==> src/rtl/q_sys_gpio_pio_if.sv <==
// Avalon-MM slave bus of the GPIO PIO: 3-bit word address, 32-bit data.
// Latency: writes are zero-wait-state and readdata is combinational.
// Backpressure: none; the slave never stalls the master.
interface q_sys_gpio_pio_if;
    logic [2:0]  address;
    logic        chipselect;
    logic        write_n;
    logic [31:0] writedata;
    logic [31:0] readdata;

    modport master (
        output address,
        output chipselect,
        output write_n,
        output writedata,
        input  readdata
    );

    modport slave (
        input  address,
        input  chipselect,
        input  write_n,
        input  writedata,
        output readdata
    );
endinterface

==> src/rtl/q_sys_gpio_pio.sv <==
// GPIO PIO: set/clr/toggle outputs, synchronised inputs with edge capture and a masked level irq; blink via PIO_BLINK_EN.
// Latency: writes land on the next clk edge; in_port to edge_cap is SYNC_STAGES+1 cycles, irq follows one cycle later.
// Backpressure: none; every bus access completes in the cycle it is presented.
module q_sys_gpio_pio #(
    parameter int                    DATA_WIDTH  = 8,
    parameter logic [DATA_WIDTH-1:0] OUT_RESET   = '0,
    parameter int                    SYNC_STAGES = 2,
    parameter int                    EDGE_TYPE   = 0,
    parameter int                    BLINK_DIV   = 25000000
) (
    input  logic                  clk,
    input  logic                  reset_n,
    q_sys_gpio_pio_if.slave       bus,
    input  logic [DATA_WIDTH-1:0] in_port,
    output logic [DATA_WIDTH-1:0] out_port,
    output logic                  irq
);

    localparam logic [2:0] A_DATA    = 3'd0;
    localparam logic [2:0] A_INPUT   = 3'd1;
    localparam logic [2:0] A_IRQMASK = 3'd2;
    localparam logic [2:0] A_EDGECAP = 3'd3;
    localparam logic [2:0] A_OUTSET  = 3'd4;
    localparam logic [2:0] A_OUTCLR  = 3'd5;
    localparam logic [2:0] A_BLINK   = 3'd6;
    localparam logic [2:0] A_OUTTGL  = 3'd7;

    logic                  wr;
    logic [DATA_WIDTH-1:0] w_dat;
    logic [DATA_WIDTH-1:0] data_out;
    logic [DATA_WIDTH-1:0] data_out_next;
    logic [DATA_WIDTH-1:0] irq_mask;
    logic [DATA_WIDTH-1:0] edge_cap;
    logic [DATA_WIDTH-1:0] edge_cap_next;
    logic [DATA_WIDTH-1:0] edge_det;
    logic [DATA_WIDTH-1:0] sync_q [SYNC_STAGES];
    logic [DATA_WIDTH-1:0] in_s;
    logic [DATA_WIDTH-1:0] in_p;
    logic [DATA_WIDTH-1:0] blink_rd;
    logic [DATA_WIDTH-1:0] rd_dat;

    assign wr    = bus.chipselect & ~bus.write_n;
    assign w_dat = bus.writedata[DATA_WIDTH-1:0];
    assign in_s  = sync_q[SYNC_STAGES-1];

    always_comb begin
        data_out_next = data_out;
        if (wr) begin
            case (bus.address)
                A_DATA:   data_out_next = w_dat;
                A_OUTSET: data_out_next = data_out | w_dat;
                A_OUTCLR: data_out_next = data_out & ~w_dat;
                A_OUTTGL: data_out_next = data_out ^ w_dat;
                default:  data_out_next = data_out;
            endcase
        end
    end

    always_comb begin
        case (EDGE_TYPE)
            1:       edge_det = ~in_s & in_p;
            2:       edge_det = in_s ^ in_p;
            default: edge_det = in_s & ~in_p;
        endcase
    end

    // The new edge is OR-ed in after the clear so a simultaneous edge always survives.
    always_comb begin
        edge_cap_next = edge_cap;
        if (wr && bus.address == A_EDGECAP) begin
            edge_cap_next = edge_cap & ~w_dat;
        end
        edge_cap_next = edge_cap_next | edge_det;
    end

    always_ff @(posedge clk or negedge reset_n) begin
        if (!reset_n) begin
            for (int i = 0; i < SYNC_STAGES; i++) begin
                sync_q[i] <= '0;
            end
            in_p <= '0;
        end else begin
            sync_q[0] <= in_port;
            for (int i = 1; i < SYNC_STAGES; i++) begin
                sync_q[i] <= sync_q[i-1];
            end
            in_p <= in_s;
        end
    end

    // irq looks at the registered edge_cap, so it trails the capture by one cycle.
    always_ff @(posedge clk or negedge reset_n) begin
        if (!reset_n) begin
            data_out <= OUT_RESET;
            irq_mask <= '0;
            edge_cap <= '0;
            irq      <= 1'b0;
        end else begin
            data_out <= data_out_next;
            edge_cap <= edge_cap_next;
            irq      <= |(edge_cap & irq_mask);
            if (wr && bus.address == A_IRQMASK) begin
                irq_mask <= w_dat;
            end
        end
    end

`ifdef PIO_BLINK_EN
    localparam int CNT_W = $clog2(BLINK_DIV);

    logic [CNT_W-1:0]      blink_cnt;
    logic                  blink_phase;
    logic [DATA_WIDTH-1:0] blink_mask;

    always_ff @(posedge clk or negedge reset_n) begin
        if (!reset_n) begin
            blink_cnt   <= '0;
            blink_phase <= 1'b0;
            blink_mask  <= '0;
        end else begin
            if (blink_cnt == CNT_W'(BLINK_DIV - 1)) begin
                blink_cnt   <= '0;
                blink_phase <= ~blink_phase;
            end else begin
                blink_cnt <= blink_cnt + 1'b1;
            end
            if (wr && bus.address == A_BLINK) begin
                blink_mask <= w_dat;
            end
        end
    end

    assign blink_rd = blink_mask;
    assign out_port = data_out ^ (blink_mask & {DATA_WIDTH{blink_phase}});
`else
    logic unused_ok;

    assign unused_ok = &{1'b0, 1'((BLINK_DIV % 2) != 0)};
    assign blink_rd  = '0;
    assign out_port  = data_out;
`endif

    always_comb begin
        case (bus.address)
            A_DATA:    rd_dat = data_out;
            A_INPUT:   rd_dat = in_s;
            A_IRQMASK: rd_dat = irq_mask;
            A_EDGECAP: rd_dat = edge_cap;
            A_BLINK:   rd_dat = blink_rd;
            default:   rd_dat = '0;
        endcase
    end

    assign bus.readdata = 32'(rd_dat);

endmodule

==> src/flat_wrapper.sv <==
// flat-port wrapper written by rule: the top's interface ports become plain ports
module q_sys_gpio_pio_flat 
#(
    parameter int                    DATA_WIDTH  = 8,
    parameter logic [DATA_WIDTH-1:0] OUT_RESET   = '0,
    parameter int                    SYNC_STAGES = 2,
    parameter int                    EDGE_TYPE   = 0,
    parameter int                    BLINK_DIV   = 25000000
)
  (clk, reset_n, in_port, out_port, irq, bus_address, bus_chipselect, bus_write_n, bus_writedata, bus_readdata);
  q_sys_gpio_pio_if bus_i ();
  input  logic clk;
  input  logic reset_n;
  input  logic [DATA_WIDTH-1:0] in_port;
  output logic [DATA_WIDTH-1:0] out_port;
  output logic irq;
  input wire logic [$bits(bus_i.address)-1:0] bus_address;
  input wire logic [$bits(bus_i.chipselect)-1:0] bus_chipselect;
  input wire logic [$bits(bus_i.write_n)-1:0] bus_write_n;
  input wire logic [$bits(bus_i.writedata)-1:0] bus_writedata;
  output wire logic [$bits(bus_i.readdata)-1:0] bus_readdata;
  assign bus_i.address = bus_address;
  assign bus_i.chipselect = bus_chipselect;
  assign bus_i.write_n = bus_write_n;
  assign bus_i.writedata = bus_writedata;
  assign bus_readdata = bus_i.readdata;
  q_sys_gpio_pio #(.DATA_WIDTH(DATA_WIDTH), .OUT_RESET(OUT_RESET), .SYNC_STAGES(SYNC_STAGES), .EDGE_TYPE(EDGE_TYPE), .BLINK_DIV(BLINK_DIV)) u_core (.clk(clk), .reset_n(reset_n), .bus(bus_i), .in_port(in_port), .out_port(out_port), .irq(irq));
endmodule
==> config.mk <==
export PLATFORM = sky130hd
export DESIGN_NAME = q_sys_gpio_pio_flat
export DESIGN_NICKNAME = d
export VERILOG_FILES = /design/src/rtl/q_sys_gpio_pio_if.sv /design/src/rtl/q_sys_gpio_pio.sv /design/src/flat_wrapper.sv
export SDC_FILE = /design/constraint.sdc
export NUM_CORES = 1
export LEC_CHECK = 0
export ABC_AREA = 0
export BUFFER_PORTS_ARGS = -buffer_cell sky130_fd_sc_hd__buf_2
export CAP_MARGIN = 20
export CORE_ASPECT_RATIO = 0.9
export CORE_UTILIZATION = 45
export CTS_BUF_LIST = sky130_fd_sc_hd__clkbuf_2 sky130_fd_sc_hd__clkbuf_4 sky130_fd_sc_hd__clkbuf_8
export CTS_CLUSTER_DIAMETER = 30
export DETAILED_ROUTE_END_ITERATION = 7
export PLACE_DENSITY = 0.84
export SYNTH_ARGS = -nofsm -noshare
export SYNTH_HDL_FRONTEND = slang
export SYNTH_SLANG_ARGS = --single-unit
==> constraint.sdc <==
create_clock -name clk -period 1.2 [get_ports clk]
set_input_delay 0.12 -clock clk [delete_from_list [all_inputs] [get_ports clk]]
set_output_delay 0.12 -clock clk [all_outputs]
set_load 0.02 [all_outputs]
# == After elaboration in Yosys (flattened, before gate mapping) ==
# Cells that the tools add are included.
# totals
out_inout_bits,41
input_bits,47
regBits,49
wordCells,33
# classes
n_bitwise,11
mux,3
n_reduce_logical,6
eq_ne,6
# ops
cell,count
8-bit case mux with 4 select lines,2
8-bit bitwise AND,4
8-bit NOT,2
8-bit bitwise OR,2
3-bit == test (second input constant),3
8-bit two-way mux,1
8-bit OR reduction,1
8-bit bitwise XOR,1
3-bit by 2-bit == test with 1-bit output (second input constant),2
4-bit nonzero test,1
3-bit by 1-bit == test with 1-bit output (second input constant),1
3-bit logical NOT,1
1-bit logical AND,2
2-bit AND reduction,1
1-bit bitwise AND,1
1-bit NOT,1

# == Logic depth before layout (Yosys ltp) ==
# logic_depth
depth_word,5
mapped_depth,6
depth_no_buf,6

# == Worst setup path after synthesis ==
# No wires, ideal clock.
# synth_timing
path_type,flip-flop to flip-flop
from,register u_core.data_out[6] (netlist: u_core.out_port[6])
to,register u_core.data_out[6] (netlist: u_core.out_port[6])
period_less_slack_ns,1.353
n_path_buf,0
slack_ns,-0.153
path_stages_with_launch,7
setup_time_ns,0.121
t_required_ns,1.079
arrival_ns,1.232
cell_sequence,dfrtp_1 inv_1 ha_1 mux2i_1 a22oi_1 o22ai_1 o21ai_1
# synth_between
elab_chain_len,2
elab_cells_between_ends,4
classes_between,mux: 1; bitwise: 3
# synth_lines
item,line_no,text
from (decl),q_sys_gpio_pio.sv:30,logic [DATA_WIDTH-1:0] data_out;
from (signal assigned),q_sys_gpio_pio.sv:99,data_out <= data_out_next;
"8-bit bitwise XOR, or another cell as far along",q_sys_gpio_pio.sv:53,A_OUTTGL: data_out_next = data_out ^ w_dat;
8-bit case mux with 4 select lines (*),q_sys_gpio_pio.sv:49,case (bus.address)
# Every way passes the cells marked *; elsewhere a longest branch is shown, timed or not.
# A chain may end at the register's enable or synchronous reset.

# == Worst setup path in the final report ==
# layout_timing
from,register u_core.data_out[1] (netlist: u_core.out_port[1])
to,output port bus_readdata[1]
# layout_between
elab_chain_len,1
# layout_lines
item,line_no,text
8-bit case mux with 4 select lines,q_sys_gpio_pio.sv:144,case (bus.address)
to (decl),flat_wrapper.sv:21,output wire logic [$bits(bus_i.readdata)-1:0] bus_readdata;
# Every way passes these cells.

==> impl_summary.log <==
INFO  metric synthDominantAreaCellType = sky130_fd_sc_hd__dfrtp_1
INFO  metric worst_ep_arrival_time = approximately 1.5 ns
INFO  metric netlist_area = around 2600 um2
INFO  metric antenna_cells_inserted = 0
INFO  metric die-area = 5995 um2
INFO  metric numCtsBuffers = 5
INFO  metric min_delay_worst_endpoint = u_core.edge_cap[3]
INFO  metric r2r-end = u_core.out_port[6]
INFO  metric cts.path.max_buffers = 2
INFO  metric synth.area.top_cells = sky130_fd_sc_hd__dfrtp_1 48%, sky130_fd_sc_hd__ha_1 7.8%, sky130_fd_sc_hd__buf_4 7.0%
INFO  metric final.period_utilization = 1.329
INFO  metric route.vias.total = approximately 2000
INFO  metric portBuffers = 39
INFO  metric cap_viol_max_count = 0
INFO  metric layout.cell_area.non_filler = ~3700 um2
INFO  metric number_of_antenna_violations_at_the_first_check_in_global_routing = 0
INFO  metric synthSimpleGateAreaFrac = 0.07234
INFO  metric total_number_of_clock_tree_sinks = 49
INFO  metric finalClockSkew = 0.01004 ns
INFO  metric hp_start = bus_writedata[3]
INFO  metric worstSkewPairLatency = between 0.3 and 0.4 ns
INFO  metric crit_chain = mux4_2 -> and2_4 -> buf_6
INFO  metric worstPathBufferInverterCount = 1
INFO  metric hold-path-cell-count = 3
INFO  metric grt_overflow = 0
INFO  metric nets = between 300 and 400
INFO  metric cts.reportedPaths.clkPinSlew = 0.09 ns
INFO  metric ir_drop = a little over 700 uV
INFO  metric launch_point_of_the_worst_reg_to_reg_path = u_core.out_port[6]
INFO  metric final_cell_mix = 44 x sky130_fd_sc_hd__buf_4, 41 x sky130_fd_sc_hd__dfrtp_1, 31 x sky130_fd_sc_hd__buf_6, 25 x sky130_fd_sc_hd__buf_2
INFO  metric count_of_boundary_i_o_pins = a little under 90
INFO  metric post-place-cells = 370
INFO  metric tightestPinTransition = between 0.7 and 0.8 ns
INFO  metric utilization = 0.6863
INFO  metric end_kind = primary output
INFO  metric cpMaxStageDelayCell = sky130_fd_sc_hd__mux4_2
INFO  metric ys_seq_area_frac = 0.4790
INFO  metric place.gp.congestion = between 0.7 and 0.8
INFO  metric cpLargestDelayFamily = multiplexers
INFO  metric synth_top_family_by_area = buffers and inverters
INFO  metric leading_cell_type_in_the_layout_fill_and_taps_excluded = sky130_fd_sc_hd__buf_4
INFO  metric std_cell_rows = 25
INFO  metric synth-adder-area-share = 0.07820
INFO  metric postRouteAntennaNets = 0
INFO  metric drt_first_iter_violations = approximately 130
INFO  metric ys_warn_count = 0
INFO  metric viasPerCell = ~5.0
INFO  metric yosys.area_share.xor_xnor = 0
INFO  metric netlist-cell-type-count = 27
INFO  metric period_needed = around 1.6 ns
INFO  metric syn_to_final_growth = 44.23%
INFO  metric instances_no_fill = between 400 and 500
INFO  metric power.static_leakage = 1.787 nW
INFO  metric synthDominantCellAreaShare = 0.4790
INFO  metric largest_net_degree_at_the_start_of_global_routing = 25
INFO  metric avgSynthCellArea = about 11 um2
INFO  metric dr.pass1.iters = 4
INFO  metric detail_route.wirelength = roughly 6500 um
INFO  metric worstSetupStartpointType = flop
INFO  metric synth_seq_cells = 49
INFO  metric final_layout_size_suffix_gt1_frac = 0.4836
INFO  metric floorplan.die.height = ~74 um
INFO  metric tritoncts = done
INFO  metric violations_in_the_final_reports = setup timing
INFO  metric die_x = around 82 um
INFO  metric route.detailed.wl_per_inst = ~16 um
INFO  metric total_power = between 0.004 and 0.005 W
INFO  metric power_density_of_the_placed_cells = roughly 1300 nW/um2
INFO  metric complex_gate_fraction_of_the_synthesized_area = 0.1217
INFO  metric hold_violations = 0
INFO  metric critPathMaxFanout = 2
INFO  metric fin_worst_hold_slack = about 0.11 ns
INFO  metric design.core.area = about 5400 um2
INFO  metric grt_setup_unrepaired = yes
INFO  metric grt_first_pass_wirelength = between 10000 and 15000 um
INFO  metric finalMaxSlewViolations = 0
INFO  metric post_synth_mux_area_share = 0.1105
INFO  metric dpl-instance-area = a little over 3000 um2
INFO  metric initial_utilization = 0.4758
INFO  metric drt_drc_violations_left = 0
INFO  metric critical_path.max_stage_delay = 0.46 ns
INFO  metric result_of_the_run = complete, but fails checks
INFO  metric r2r_setup_slack = -0.38 ns
INFO  metric cts_htree_levels = 2
INFO  metric hold_path_class = in -> reg
INFO  metric synthCells = 225
INFO  metric critical_path_required = ~1.1 ns
INFO  metric setup_ws = -0.3947 ns
INFO  metric critPathKind = reg -> out
INFO  metric relSlewSlack = 0.5116
INFO  metric grt_pass1_vias = approximately 2100
INFO  metric gr-usage-all-layers = 0.2357
INFO  metric cts_root_buf = sky130_fd_sc_hd__clkbuf_8
INFO  metric fmax = 627.1 MHz
INFO  metric place.detailed.hpwl = 4029 um
INFO  metric finalSetupViolations = 22
INFO  metric r2r_cells = 8
==> metrics by stage <==
stage	TNS [ns]	worst slack, ns
after floorplan	-0.4489	-0.08791
after global placement	-1.800	-0.1273
after detailed placement	-2.286	-0.1480
after CTS	-4.710	-0.3964
after global routing	-6.163	-0.4212
final	-5.429	-0.3947
==> how the worst max path moves through the flow <==
| stage | start | endpoint | depth (start not counted) |
|---|---|---|---|
| 2_1_floorplan | u_core.out_port[6] | u_core.out_port[6] | 6 |
| 3_3_place_gp | bus_address[1] | bus_readdata[6] | 4 |
| 3_5_place_dp | bus_address[0] | u_core.out_port[0] | 5 |
| 4_1_cts | u_core.out_port[0] | bus_readdata[0] | 3 |
| 5_1_grt | u_core.out_port[0] | bus_readdata[0] | 3 |
| 6_report | u_core.out_port[1] | bus_readdata[1] | 3 |
==> logic make-up after synthesis <==
| logic type | count (synthesis) |
|---|---|
| buf+inv | 58 |
| compound gates | 46 |
| fa+ha+maj | 16 |
| other cells | 1 |
| flops | 49 |
| mux | 16 |
| simple gates | 39 |
==> repair_timing <==
| action | CTS | global route |
|---|---|---|
| hold endpoints to repair | 24 | 0 |
| pin swaps | 26 | 10 |
| gates resized for setup | 69 | 15 |
| setup endpoints to repair | 16 | 22 |
| hold buffers | 9 | 0 |
| setup buffers | 11 | 6 |
==> state kept, by name, summed over array words and instances, names as in the netlist <==
signal / count
u_core.irq_mask: 8
u_core.in_s: 8
u_core.in_p: 8
u_core.irq: 1
u_core.edge_cap: 8
u_core.sync_q: 8
u_core.out_port: 8
==> worst min-delay path: stages <==
cell	delay (ns)
sky130_fd_sc_hd__buf_2	0.11
sky130_fd_sc_hd__nand2_1	0.05
sky130_fd_sc_hd__a22o_1	0.11
==> cell type report <==
class	instances	area, um2
multi-input combinational	141	1234
inverter	26	112.6
clock inverter	2	15.01
timing repair buffer	111	934.6
fill	397	1688
sequential	49	1236
tap	67	83.83
clock buffer	6	76.32
==> synth_stat cells <==
cell                       number
sky130_fd_sc_hd__a21oi_2        1
sky130_fd_sc_hd__a22o_1         8
sky130_fd_sc_hd__a22oi_1       12
sky130_fd_sc_hd__and2_1         9
sky130_fd_sc_hd__and3_2         1
sky130_fd_sc_hd__buf_12         1
sky130_fd_sc_hd__buf_2          3
sky130_fd_sc_hd__buf_4         24
sky130_fd_sc_hd__buf_6          3
sky130_fd_sc_hd__clkbuf_1       1
sky130_fd_sc_hd__conb_1         1
sky130_fd_sc_hd__dfrtp_1       49
sky130_fd_sc_hd__ha_1          16
sky130_fd_sc_hd__inv_1         26
sky130_fd_sc_hd__mux2i_1        8
sky130_fd_sc_hd__mux4_1         6
sky130_fd_sc_hd__mux4_2         2
sky130_fd_sc_hd__nand2_1       24
sky130_fd_sc_hd__nand3_1        1
sky130_fd_sc_hd__nand4_1        1
sky130_fd_sc_hd__nor2_2         1
sky130_fd_sc_hd__nor2b_1        1
sky130_fd_sc_hd__nor3b_1        1
sky130_fd_sc_hd__o21ai_0       11
sky130_fd_sc_hd__o21ai_1        4
sky130_fd_sc_hd__o21ai_2        2
sky130_fd_sc_hd__o22ai_1        8
==> layer usage <==
metal / wire length [um] / part of all wire / track usage / up-vias
li1: - / - / - / 933
met4: 212 / 0.033 / 0.1329 / 0
met1: 2647 / 0.41 / 0.2642 / 1006
met3: 260 / 0.040 / 0.04969 / 24
met5: 0 / 0 / 0 / -
met2: 3381 / 0.52 / 0.4139 / 63
==> report_power, final <==
part | leakage, nW | switching [W] | total, W | internal, W
clock | 0.0408 | 0.000565 | 0.000999 | 0.000434
combinational | 1.19 | 0.000891 | 0.00190 | 0.00101
sequential | 0.553 | 0.000104 | 0.00194 | 0.00183
(Power assumes the default switching activity.)
